<file path="src/rtl/mdu_seq.sv">
// mdu_seq: iterative 32-cycle shift-add multiply / restoring divide unit with start/busy/done handshake.
// Ports: clk, reset (async active-low); start/op/a/b request (sampled in IDLE);
//        busy while running; done one-cycle pulse; hi/lo result words; div_by_zero flag.
module mdu_seq #(
  parameter int WIDTH = 32
) (
  input  logic             clk,
  input  logic             reset,
  input  logic             start,
  input  logic [1:0]       op,
  input  logic [WIDTH-1:0] a,
  input  logic [WIDTH-1:0] b,
  output logic             busy,
  output logic             done,
  output logic [WIDTH-1:0] hi,
  output logic [WIDTH-1:0] lo,
  output logic             div_by_zero
);
  localparam int CW = $clog2(WIDTH);
  typedef enum logic [1:0] {IDLE, RUN, FIXUP} state_t;
  state_t state, state_n;
  logic [CW-1:0] cnt;
  logic [1:0] op_r;
  logic neg_q, neg_r;
  // d is the multiplicand (multiply) or divisor (divide); w_lo starts as multiplier or dividend
  logic [WIDTH-1:0] d, w_hi, w_lo, mag_a, mag_b;
  logic [WIDTH:0] mul_sum, shifted;
  logic [WIDTH-1:0] diff, div_hi, q_f, r_f;
  logic [2*WIDTH-1:0] prod, prod_f;
  logic ge, dz;
  assign busy = state != IDLE;
  assign mag_a = (op[0] & a[WIDTH-1]) ? -a : a;
  assign mag_b = (op[0] & b[WIDTH-1]) ? -b : b;
  assign mul_sum = {1'b0, w_hi} + {1'b0, w_lo[0] ? d : '0};
  assign shifted = {w_hi, w_lo[WIDTH-1]};
  assign ge = shifted >= {1'b0, d};
  // remainder after a successful subtract is below d, so the low WIDTH bits are exact
  assign diff = shifted[WIDTH-1:0] - d;
  assign div_hi = ge ? diff : shifted[WIDTH-1:0];
  assign prod = {w_hi, w_lo};
  assign prod_f = neg_q ? -prod : prod;
  assign dz = op_r[1] && d == '0;
  // with d==0 every subtract succeeds: quotient is all ones, remainder is |a|, so only the quotient fixup is suppressed
  assign q_f = dz ? '1 : neg_q ? -w_lo : w_lo;
  assign r_f = neg_r ? -w_hi : w_hi;
  always_comb begin
    state_n = state;
    state_n = (state == IDLE) ? (start ? RUN : IDLE) :
              (state == RUN) ? (cnt == '0 ? FIXUP : RUN) : IDLE;
  end
  always_ff @(posedge clk or negedge reset)
    if (!reset) state <= IDLE;
    else state <= state_n;
  always_ff @(posedge clk or negedge reset) begin
    if (!reset) begin
      cnt <= '0;
      op_r <= '0;
      neg_q <= 1'b0;
      neg_r <= 1'b0;
      d <= '0;
      w_hi <= '0;
      w_lo <= '0;
      done <= 1'b0;
      hi <= '0;
      lo <= '0;
      div_by_zero <= 1'b0;
    end else begin
      done <= state == FIXUP;
      if (state == IDLE && start) begin
        op_r <= op;
        neg_q <= op[0] & (a[WIDTH-1] ^ b[WIDTH-1]);
        neg_r <= op[0] & a[WIDTH-1];
        d <= op[1] ? mag_b : mag_a;
        w_hi <= '0;
        w_lo <= op[1] ? mag_a : mag_b;
        cnt <= CW'(WIDTH - 1);
      end else if (state == RUN) begin
        w_hi <= op_r[1] ? div_hi : mul_sum[WIDTH:1];
        w_lo <= op_r[1] ? {w_lo[WIDTH-2:0], ge} : {mul_sum[0], w_lo[WIDTH-1:1]};
        cnt <= cnt - 1'b1;
      end else if (state == FIXUP) begin
        hi <= op_r[1] ? r_f : prod_f[2*WIDTH-1:WIDTH];
        lo <= op_r[1] ? q_f : prod_f[WIDTH-1:0];
        div_by_zero <= dz;
      end
    end
  end
endmodule

</file>
<file path="config.mk">
export PLATFORM = sky130hd
export DESIGN_NAME = mdu_seq
export DESIGN_NICKNAME = d
export VERILOG_FILES = /design/src/rtl/mdu_seq.sv
export SDC_FILE = /design/constraint.sdc
export NUM_CORES = 1
export LEC_CHECK = 0
export CORE_ASPECT_RATIO = 1.4
export CORE_MARGIN = 5
export CORE_UTILIZATION = 35
export DETAILED_ROUTE_END_ITERATION = 7
export PLACE_DENSITY = 0.6
export RECOVER_POWER = 25
export SLEW_MARGIN = 20
export SYNTH_ARGS = -nofsm -noshare
export SYNTH_HDL_FRONTEND = slang
export SYNTH_SLANG_ARGS = --single-unit
</file>
<file path="constraint.sdc">
create_clock -name clk -period 4.88 [get_ports clk]
set_clock_uncertainty 0.1 [all_clocks]
set_input_delay 0.488 -clock clk [delete_from_list [all_inputs] [get_ports clk]]
set_output_delay 0.488 -clock clk [all_outputs]
set_load 0.005 [all_outputs]
</file>
==> results by group, run 1 <==
Clock tree
  • CTS Buffer Depth: 2
  • CTS tree: built
  • Clock Pin Slew Worst Setup and Hold Paths: 0.08 ns
  • Post-cts resize count: 0
  • Clock root buffer: clkbuf_16
  • Clk sink count: 172
  • CTS HTree Levels: 4
  • Clk Latency, worst-skew pair: 0.46 ns
  • CTS Buf Count: 17

Synth
  • EDFF count, synth: 0
  • Yosys reg bits: 172
  • Area leader, netlist: dfrtp_1
  • Synth Warn #: 0
  • Post-Synthesis Cells: 1840
  • Post-Syn Area per Cell: 7.868 sq um
  • Synth Cell Area: 14480 sq um
  • Synth cell types: 79
  • Sequential share of the synthesized area: 29.73%
  • Largest cells by area after synthesis: dfrtp_1 30%, ha_1 6.0%, a21oi_1 5.9%, o21ai_0 5.7%, nand2_1 5.4%
  • Synth cell count leaders: 207 x nand2_1, 185 x nor2_1, 172 x dfrtp_1
  • Post-Syn Nets: 1981
  • Top FF cell, synth: dfrtp_1
  • Most frequent cell after synthesis: nand2_1
  • Area fraction of the dominant cell type after synthesis: 29.73%
  • Ys async rst share: 100.0%

Place
  • DP HPWL: 37810 um
  • Post-Place Worst Slack: 0.6870 ns
  • GPL Wtd Cong: 0.9456
  • Port buffer count: 135

STA
  • Post-route setup slack: 0.6595 ns
  • Fin Setup TNS: 0 ns
  • Final Hold Viols: 0
  • Fin crit period: 4.220 ns
  • FMAX: 236.9 MHz
  • Measured slew at the worst slew-check pin: 2.746 ns
  • RSZ-0062 raised after global routing: false
  • Final setup fails: 0
  • Worst slew margin: -83.04%
  • Tcrit/Tclk final: 86.49%
  • Max Slew Vio Count: 154

Drt
  • Via count: 13980
  • Vias per cell: 5.664
  • Drt first pass iters: 5
  • Drt wl/cell: 19.70 um
  • DR DRC count: 0
  • Routed Antenna Nets: 0
  • Initial DRC Count: 933
  • Final WL: 48610 um

Cells and area
  • Layout area overhead: 16.83%
  • Share of cells above drive strength 1: 4.512%
  • Final nets: 2056
  • ANT cells: 0

Critical path
  • Startpoint Class: flop
  • Worst path arrival time: 4.42 ns
  • RR Startpoint: w_hi[0]$_DFFE_PN0P_
  • Setup crit start: w_hi[0]$_DFFE_PN0P_
  • Worst path required time: 5.08 ns
  • Critical Setup Path Class: flop to flop
  • Crit path max fanout: 28
  • Worst setup EP type: flop

Floorplanning
  • Die H: 250.6 um
  • Core Footprint: 41070 sq um
  • Std cell rows: 88
  • DIE WIDTH: 181.9 um
  • Initial Utilization: 35.25%
  • Area of the die: 45590 sq um
  • I/O Pins: 136

GRT
  • Largest net degree at the start of global routing: 88
  • Antenna violations before repair: 0
  • All-Layer GR Usage: 20.82%
  • Global route total overflow: 0
  • Global-route wire length before repair: 76180 um
  • Vias in the first global route: 13870

Flow run
  • Max_cap viols: 2

Hold path
  • Hold Path Origin: op[1]
  • Worst min path class: input port to flop

Status
  • Violated checks: capacitance limit, slew limit
  • Status: complete, but fails checks

Power and ir drop
  • Pwr Density: 670.7 nW/um^2
  • Leakage power: 0.006931 uW
  • Peak supply drop: 0.3640 mV
[path summary, 6_finish.rpt]
kind | to | depth (start not counted) | slack, ns
setup / recovery | w_hi[10]$_DFFE_PN0P_ | 12 | 0.66
hold / removal | w_lo[26]$_DFFE_PN0P_ | 3 | 0.35
setup reg to reg | w_hi[10]$_DFFE_PN0P_ | 12 | 0.66
hold reg to reg | hi[18]$_DFFE_PN0P_ | 2 | 0.38
max in group asynchronous | hi[29]$_DFFE_PN0P_ | 3 | 1.16
min in group asynchronous | lo[8]$_DFFE_PN0P_ | 2 | 1.13
[layout by cell type (no fill, tap or decap), types with 29 or more instances in the layout]
master	synthesis	final
a21oi_1	171	170
o211ai_1	44	44
nand3_1	29	29
ha_1	70	70
nand2_1	207	206
xor2_1	87	87
o21ai_0	165	165
inv_1	76	76
nor2_1	185	184
xnor2_1	87	87
mux2i_1	62	62
nor3_1	35	35
dfrtp_1	172	171
clkdlybuf4s50_1	0	133
[per-layer routing]
layer	up-vias	wire length, um	global-route usage [%]
met3	98	2524	2.760
met2	478	24100	36.68
met5	-	0	0
met4	0	1907	8.603
li1	6779	-	-
met1	6623	20080	25.48
[report_power, final]
part	switching, uW	internal [uW]
clock	698	749
sequential	848	1850
combinational	4290	2920
[critical path: stages (launching register included)]
cell      delay, ns
dfrtp_1        0.48
ha_1           0.32
nor2b_1        0.15
o2111a_1       0.27
o21ai_0        0.31
o211ai_1       0.13
buf_4          0.17
o211ai_1       0.38
a211oi_1       0.24
nor2_4         0.84
buf_4          0.33
mux2i_1        0.21
o21ai_0        0.09
[metrics by stage]
stage | instance area (sq um) | std cells | total power (uW) | utilization, % | hold slack, ns
floorplan | 14480 | 1840 | 7734 | - | 0.09241
global placement | 16320 | 2435 | 9741 | 39.73 | 0.3650
detailed placement | 16320 | 2435 | 9801 | 39.73 | 0.3702
CTS | 16940 | 2468 | 11280 | 41.24 | 0.3273
global route | 16910 | 2468 | 12210 | 41.18 | 0.3853
finish | 16910 | 2468 | 11340 | 41.18 | 0.3483
[cell type report]
type | count | area [sq um]
Clock buffer | 18 | 439.2
Clock inverter | 14 | 171.4
Fill cell | 4160 | 24160
Inverter | 77 | 289.0
Multi-Input combinational cell | 1487 | 9505
Sequential cell | 172 | 4305
Tap cell | 540 | 675.6
Timing Repair Buffer | 160 | 1528
[kinds of logic after synthesis]
kind of cell,share of synthesized area (%)
and+or+nand+nor,19.61
AOI/OAI and AO/OA,24.54
buffers and inverters,4.753
xor gates and xnor gates,10.53
DFF,29.73
adders and majority gates,6.326
muxes,4.520
[flip-flops by register name (all words and copies together) (netlist names)]
name	flops
w_lo	32
div_by_zero	1
hi	32
neg_q	1
d	32
neg_r	1
cnt	5
op_r	1
w_hi	32
done	1
state	2
lo	32
[what timing repair did]
action | in CTS | in global routing
endpoints found under the hold margin | 2 | 0
setup buffers | 0 | 0
hold buffers | 1 | 0
(Power assumes the default switching activity.)
==> run 2, diff against run 1 <==
--- a/config.mk
+++ b/config.mk
@@ -6,9 +6,9 @@
 export NUM_CORES = 1
 export LEC_CHECK = 0
 export CORE_ASPECT_RATIO = 1.4
-export CORE_MARGIN = 5
 export CORE_UTILIZATION = 35
 export DETAILED_ROUTE_END_ITERATION = 7
+export GPL_TIMING_DRIVEN = 0
 export PLACE_DENSITY = 0.6
 export RECOVER_POWER = 25
 export SLEW_MARGIN = 20
==> run 2 against run 1 <==
  * The flow still finishes with violations (capacitance limit, slew limit)
  * Sequential power decreased by 5%
  * Die area decreased by 7.4%
  * Utilization increased by 1.1 points
  * Global-route usage increased by 4.7 points
  * Cell count increased by 3.0%
  * Critical endpoint is now w_hi[31]$_DFFE_PN0P_
  * Largest power group unchanged
  * Highest routed layer unchanged
==> results by group, run 2 (synthesis results as in run 1) <==
Critical path
  • Reg2reg path depth: 13
  • Worst path arrival time: 4.68 ns
  • RR Endpoint: w_hi[31]$_DFFE_PN0P_
  • RR Startpoint: w_lo[0]$_DFFE_PN0P_
  • Worst setup EP type: flop
  • R2r setup slk: 0.43 ns
  • Crit path max fanout: 10
  • Critical Setup Path Class: flop to flop
  • Worst path required time: 5.12 ns
  • Startpoint Class: flop

Drt
  • Via count: 14620
  • Final WL: 53790 um
  • Met2 wire len: 27940 um
  • Top Layer Used: met4
  • Met3 wire len: 2283 um
  • Vias per cell: 5.751
  • Drt wl/cell: 21.16 um
  • Drt first pass iters: 6
  • DR DRC count: 0
  • Initial DRC Count: 1178
  • Routed Antenna Nets: 0
  • Met1 Routed Length: 21140 um

Clock tree
  • Clock Pin Slew Worst Setup and Hold Paths: 0.08 ns
  • Clk sink count: 172
  • Clk Latency, worst-skew pair: 0.47 ns
  • Post-cts resize count: 0
  • CTS tree: built
  • CTS HTree Levels: 4
  • CTS Buf Count: 17
  • CTS Buffer Depth: 2
  • Clock root buffer: clkbuf_16

STA
  • FMAX: 224.8 MHz
  • Final Hold Viols: 0
  • Max Slew Vio Count: 87
  • Worst slew margin: -51.06%
  • Final setup fails: 0
  • Fin crit period: 4.448 ns
  • Measured slew at the worst slew-check pin: 2.266 ns
  • RSZ-0062 raised after global routing: false
  • Tcrit/Tclk final: 91.15%

Power and ir drop
  • Pwr Density: 674.1 nW/um^2
  • Peak supply drop: 0.3171 mV
  • Leakage power: 0.006953 uW
  • Total design power: 11550 uW

Cells and area
  • Most frequent cells in the layout: 207 x nand2_1, 184 x nor2_1, 172 x dfrtp_1
  • Layout area overhead: 18.34%
  • Fillers: 4170
  • Share of cells above drive strength 1: 3.187%
  • Final core utilization: 42.31%
  • Commonest non-fill, non-tap cell in the layout: nand2_1
  • Final nets: 2136
  • ANT cells: 0
  • Area of the multi-input gates: 9494 sq um
  • Register area: 4304 sq um

GRT
  • Vias in the first global route: 14520
  • Global-route wire length before repair: 83320 um
  • All-Layer GR Usage: 25.56%
  • Largest net degree at the start of global routing: 88
  • Antenna violations before repair: 0
  • Global route total overflow: 0

Flow run
  • Max_cap viols: 1

Hold path
  • Hold Path Origin: hi[19]$_DFFE_PN0P_
  • Worst min path class: flop to flop
  • Worst hold stages: 2
  • Hold endpoint: hi[19]$_DFFE_PN0P_

Place
  • GPL Wtd Cong: 1.032
  • DP HPWL: 43240 um
  • Port buffer count: 134

Status
  • Status: complete, but fails checks
  • Violated checks: capacitance limit, slew limit

Floorplanning
  • Die H: 242.6 um
  • DIE WIDTH: 173.9 um
  • Std cell rows: 87
  • Initial Utilization: 35.75%
  • Area of the die: 42190 sq um
  • Core Footprint: 40490 sq um
  • I/O Pins: 136
-- run 2: where the power goes --
group / internal [uW] / switching, uW / total [uW]
sequential: 1850 / 727 / 2570
combinational: 2920 / 4640 / 7560
clock: 703 / 713 / 1420
-- run 2: per-layer routing --
layer	vias up	global-route usage (%)
li1	6929	-
met1	7028	28.91
met2	530	46.99
met3	131	2.757
met4	0	13.03
met5	-	0
-- run 2: worst max-delay path by stage --
| stage | from | end | slack, ns | cells after the start |
|---|---|---|---|---|
| 3_3_place_gp | reset | d[27]$_DFFE_PN0P_ | -4.09 | 1 |
| 2_1_floorplan | w_lo[0]$_DFFE_PN0P_ | w_hi[31]$_DFFE_PN0P_ | 1.63 | 13 |
| 4_1_cts | w_lo[0]$_DFFE_PN0P_ | w_hi[31]$_DFFE_PN0P_ | 0.57 | 13 |
| 5_1_grt | w_lo[0]$_DFFE_PN0P_ | w_hi[31]$_DFFE_PN0P_ | 0.15 | 13 |
| 6_report | w_lo[0]$_DFFE_PN0P_ | w_hi[31]$_DFFE_PN0P_ | 0.43 | 13 |
| 3_5_place_dp | w_lo[0]$_DFFE_PN0P_ | w_hi[31]$_DFFE_PN0P_ | 0.61 | 13 |
-- run 2: final cells by class --
cell class	count	share of cell area [%]
clock buffer	18	2.563
sequential	172	25.12
buffer	104	2.330
tap	534	3.900
inverter	77	1.687
timing repair buffer	136	8.019
clock inverter	14	0.9640
multi-input combinational	1487	55.42
-- run 2: metrics by stage --
| stage | setup TNS (ns) | cells | setup slack [ns] | hold slack [ns] | area (sq um) |
|---|---|---|---|---|---|
| after floorplan | 0 | 1840 | 1.634 | 0.09241 | 14480 |
| after global placement | -700.30 | 2508 | -4.089 | 0.3641 | 16490 |
| after detailed placement | 0 | 2509 | 0.6062 | 0.3691 | 16530 |
| after CTS | 0 | 2542 | 0.5724 | 0.3847 | 17140 |
| after global routing | 0 | 2542 | 0.1472 | 0.4032 | 17130 |
| final | 0 | 2542 | 0.4318 | 0.3769 | 17130 |
-- run 2: what timing repair did --
action / in CTS / in global routing
endpoints found under the hold margin: 86 / 0
hold buffers: 1 / 0
setup buffers: 0 / 0
-- run 2: critical path, stage by stage (launching register included) --
cell and delay, ns:
dfrtp_1 0.50, inv_1 0.28, clkbuf_1 0.40, nor2_1 0.10, ha_1 0.38, a21oi_1 0.21, nor3b_1 0.31, a211oi_1 0.26
o211ai_1 0.34, nand3_1 0.22, a31oi_1 0.44, o21bai_1 0.13, a2111oi_0 0.47, o41ai_1 0.15
==> run 3, diff against run 2 <==
--- a/config.mk
+++ b/config.mk
@@ -5,13 +5,12 @@
 export SDC_FILE = /design/constraint.sdc
 export NUM_CORES = 1
 export LEC_CHECK = 0
-export CORE_ASPECT_RATIO = 1.4
+export CORE_ASPECT_RATIO = 2
 export CORE_UTILIZATION = 35
 export DETAILED_ROUTE_END_ITERATION = 7
 export GPL_TIMING_DRIVEN = 0
 export PLACE_DENSITY = 0.6
 export RECOVER_POWER = 25
-export SLEW_MARGIN = 20
 export SYNTH_ARGS = -nofsm -noshare
 export SYNTH_HDL_FRONTEND = slang
 export SYNTH_SLANG_ARGS = --single-unit
==> run 3 against run 2 <==
  * Global-route usage is 3.6 points higher
  * Worst setup slack worse by 0.33 ns
  * Register-to-register slack worse by 0.33 ns
  * Power is 3.1% higher
  * Die area hardly changed
  * Cell count hardly changed
  * Via count is 0.85% higher
  * The flow still finishes with violations (capacitance limit, slew limit)
  * Highest routed layer unchanged
==> results by group, run 3 (synthesis results as in run 1) <==
Status
  • Status: complete, but fails checks
  • Violated checks: capacitance limit, slew limit

Power and ir drop
  • Switch Pwr: 6424 uW
  • Logic pwr share: 65.5%
  • Total design power: 11910 uW
  • Pwr Density: 693.4 nW/um^2
  • Leakage power: 0.006968 uW
  • Net Sw Frac: 53.94%
  • Peak supply drop: 0.3479 mV
  • Clock power frac: 12.6%
  • Flop pwr share: 22.0%
  • Int Pwr: 5487 uW

Drt
  • Routed Antenna Nets: 0
  • Drt wl/cell: 24.00 um
  • Drt first pass iters: 5
  • Final WL: 61030 um
  • Initial DRC Count: 900
  • Via count: 14740
  • DR DRC count: 0
  • Vias per cell: 5.797

Critical path
  • Critical-path cell with the highest stage delay: a2111oi_0
  • Top delay family on crit path: compound AO/OA/AOI/OAI gates
  • Largest stage delay, worst path: 0.69 ns
  • Worst path arrival time: 5.01 ns
  • Crit path max fanout: 10
  • Worst setup EP type: flop
  • CP dominant cell by count: a21oi_1
  • Startpoint Class: flop
  • Critical path cell sequence: inv_1 > clkbuf_1 > nor2_1 > ha_1 > a21oi_1 > a21oi_1 > or4_1 > o2111ai_1 > nand3_1 > a31oi_2 > o21bai_1 > a2111oi_0 > o41ai_1
  • Critical Setup Path Class: flop to flop
  • Critical path buffers and inverters: 2
  • Worst path required time: 5.12 ns

Floorplanning
  • I/O Pins: 136
  • Area of the die: 42230 sq um
  • Std cell rows: 105
  • Initial Utilization: 35.43%
  • Die H: 289.6 um
  • DIE WIDTH: 145.8 um
  • Core Footprint: 40860 sq um

Hold path
  • Worst min path class: flop to flop

Cells and area
  • Final nets: 2136
  • Layout area overhead: 18.65%
  • Finished Layout Cells: 2543
  • Area of the multi-input gates: 9492 sq um
  • Register area: 4304 sq um
  • Commonest non-fill, non-tap cell in the layout: nand2_1
  • Final instance area: 17180 sq um
  • Fillers: 4203
  • ANT cells: 0
  • Most frequent cells in the layout: 207 x nand2_1, 185 x nor2_1, 172 x dfrtp_1
  • Share of cells above drive strength 1: 3.137%

STA
  • Post-route setup slack: 0.1030 ns
  • Fin crit period: 4.777 ns
  • FMAX: 209.3 MHz
  • Tcrit/Tclk final: 97.89%
  • Worst slew margin: -124.8%
  • Final setup fails: 0
  • Max Slew Vio Count: 68
  • RSZ-0062 raised after global routing: false
  • Measured slew at the worst slew-check pin: 3.372 ns
  • Fin Setup TNS: 0 ns
  • Final Hold Viols: 0

Place
  • Post-DP Area: 16520 sq um
  • Port buffer count: 134
  • GPL Wtd Cong: 0.9957
  • Post-Place Worst Slack: 0.06761 ns
  • DP HPWL: 49710 um
  • Post-Place Cells: 2510

GRT
  • All-Layer GR Usage: 29.19%
  • Vias in the first global route: 15300
  • Antenna violations before repair: 0
  • Global route total overflow: 0
  • Largest net degree at the start of global routing: 106
  • Global-route wire length before repair: 91190 um

Clock tree
  • CTS tree: built
  • Clock root buffer: clkbuf_16
  • Clock Pin Slew Worst Setup and Hold Paths: 0.08 ns
  • CTS Buf Count: 17
  • CTS Buffer Depth: 2
  • Clk sink count: 172
  • Postcts setup bufs: 0
  • Clk Latency, worst-skew pair: 0.48 ns
  • CTS HTree Levels: 4

Flow run
  • Max_cap viols: 1
[run 3: area by class of cell]
type,instances,area share [%]
Multi-Input combinational cell,1487,55.26
Inverter,77,1.683
Clock inverter,15,1.275
Tap cell,535,3.897
Sequential cell,172,25.06
Timing Repair Buffer,136,8.027
Buffer,104,2.331
Clock buffer,17,2.477
[run 3: repair_timing]
| action | in CTS | in global routing |
|---|---|---|
| hold endpoints to repair | 67 | 0 |
| resized for setup | 1 | 2 |
| hold buffers | 1 | 0 |
| setup endpoints to repair | 1 | 1 |
[run 3: per-layer routing]
metal | up-vias | global-route usage, % | wire length, um
met5 | - | 0 | 0
met4 | 0 | 25.05 | 5472
met3 | 210 | 3.783 | 2267
met2 | 539 | 58.01 | 33840
met1 | 7058 | 25.47 | 19440
li1 | 6935 | - | -
[run 3: path summary, 6_finish.rpt]
path                                      from                    to  slack, ns  cells past startpoint
setup / recovery           w_lo[0]$_DFFE_PN0P_  w_hi[31]$_DFFE_PN0P_       0.10                     13
hold / removal              hi[29]$_DFFE_PN0P_    hi[29]$_DFFE_PN0P_       0.38                      2
setup reg to reg           w_lo[0]$_DFFE_PN0P_  w_hi[31]$_DFFE_PN0P_       0.10                     13
hold reg to reg             hi[29]$_DFFE_PN0P_    hi[29]$_DFFE_PN0P_       0.38                      2
max in group asynchronous                reset    hi[27]$_DFFE_PN0P_       0.97                      2
min in group asynchronous                reset    lo[14]$_DFFE_PN0P_       1.76                      2
[run 3: worst min-delay path, delay by kind of cell (launching register included)]
| kind | cells | cell delay (ns) |
|---|---|---|
| AND/OR/NAND/NOR | 1 | 0.05 |
| AO/OA/AOI/OAI | 1 | 0.06 |
| flip-flops | 1 | 0.34 |
[run 3: power groups by stage]
stage	logic, uW	registers, uW	clock network, uW
floorplan	5470	2270	0
global placement	7560	2600	0
detailed placement	7620	2610	0
CTS	7670	2590	1510
finish	7800	2610	1500
global route	8500	2640	1560
[run 3: through the flow]
step                      hold WS [ns]  utilization, %
after floorplan                0.09241               -
after global placement          0.3629           40.36
after detailed placement        0.3694           40.43
after CTS                       0.3859           42.05
after global routing            0.3995           42.04
final                           0.3800           42.04
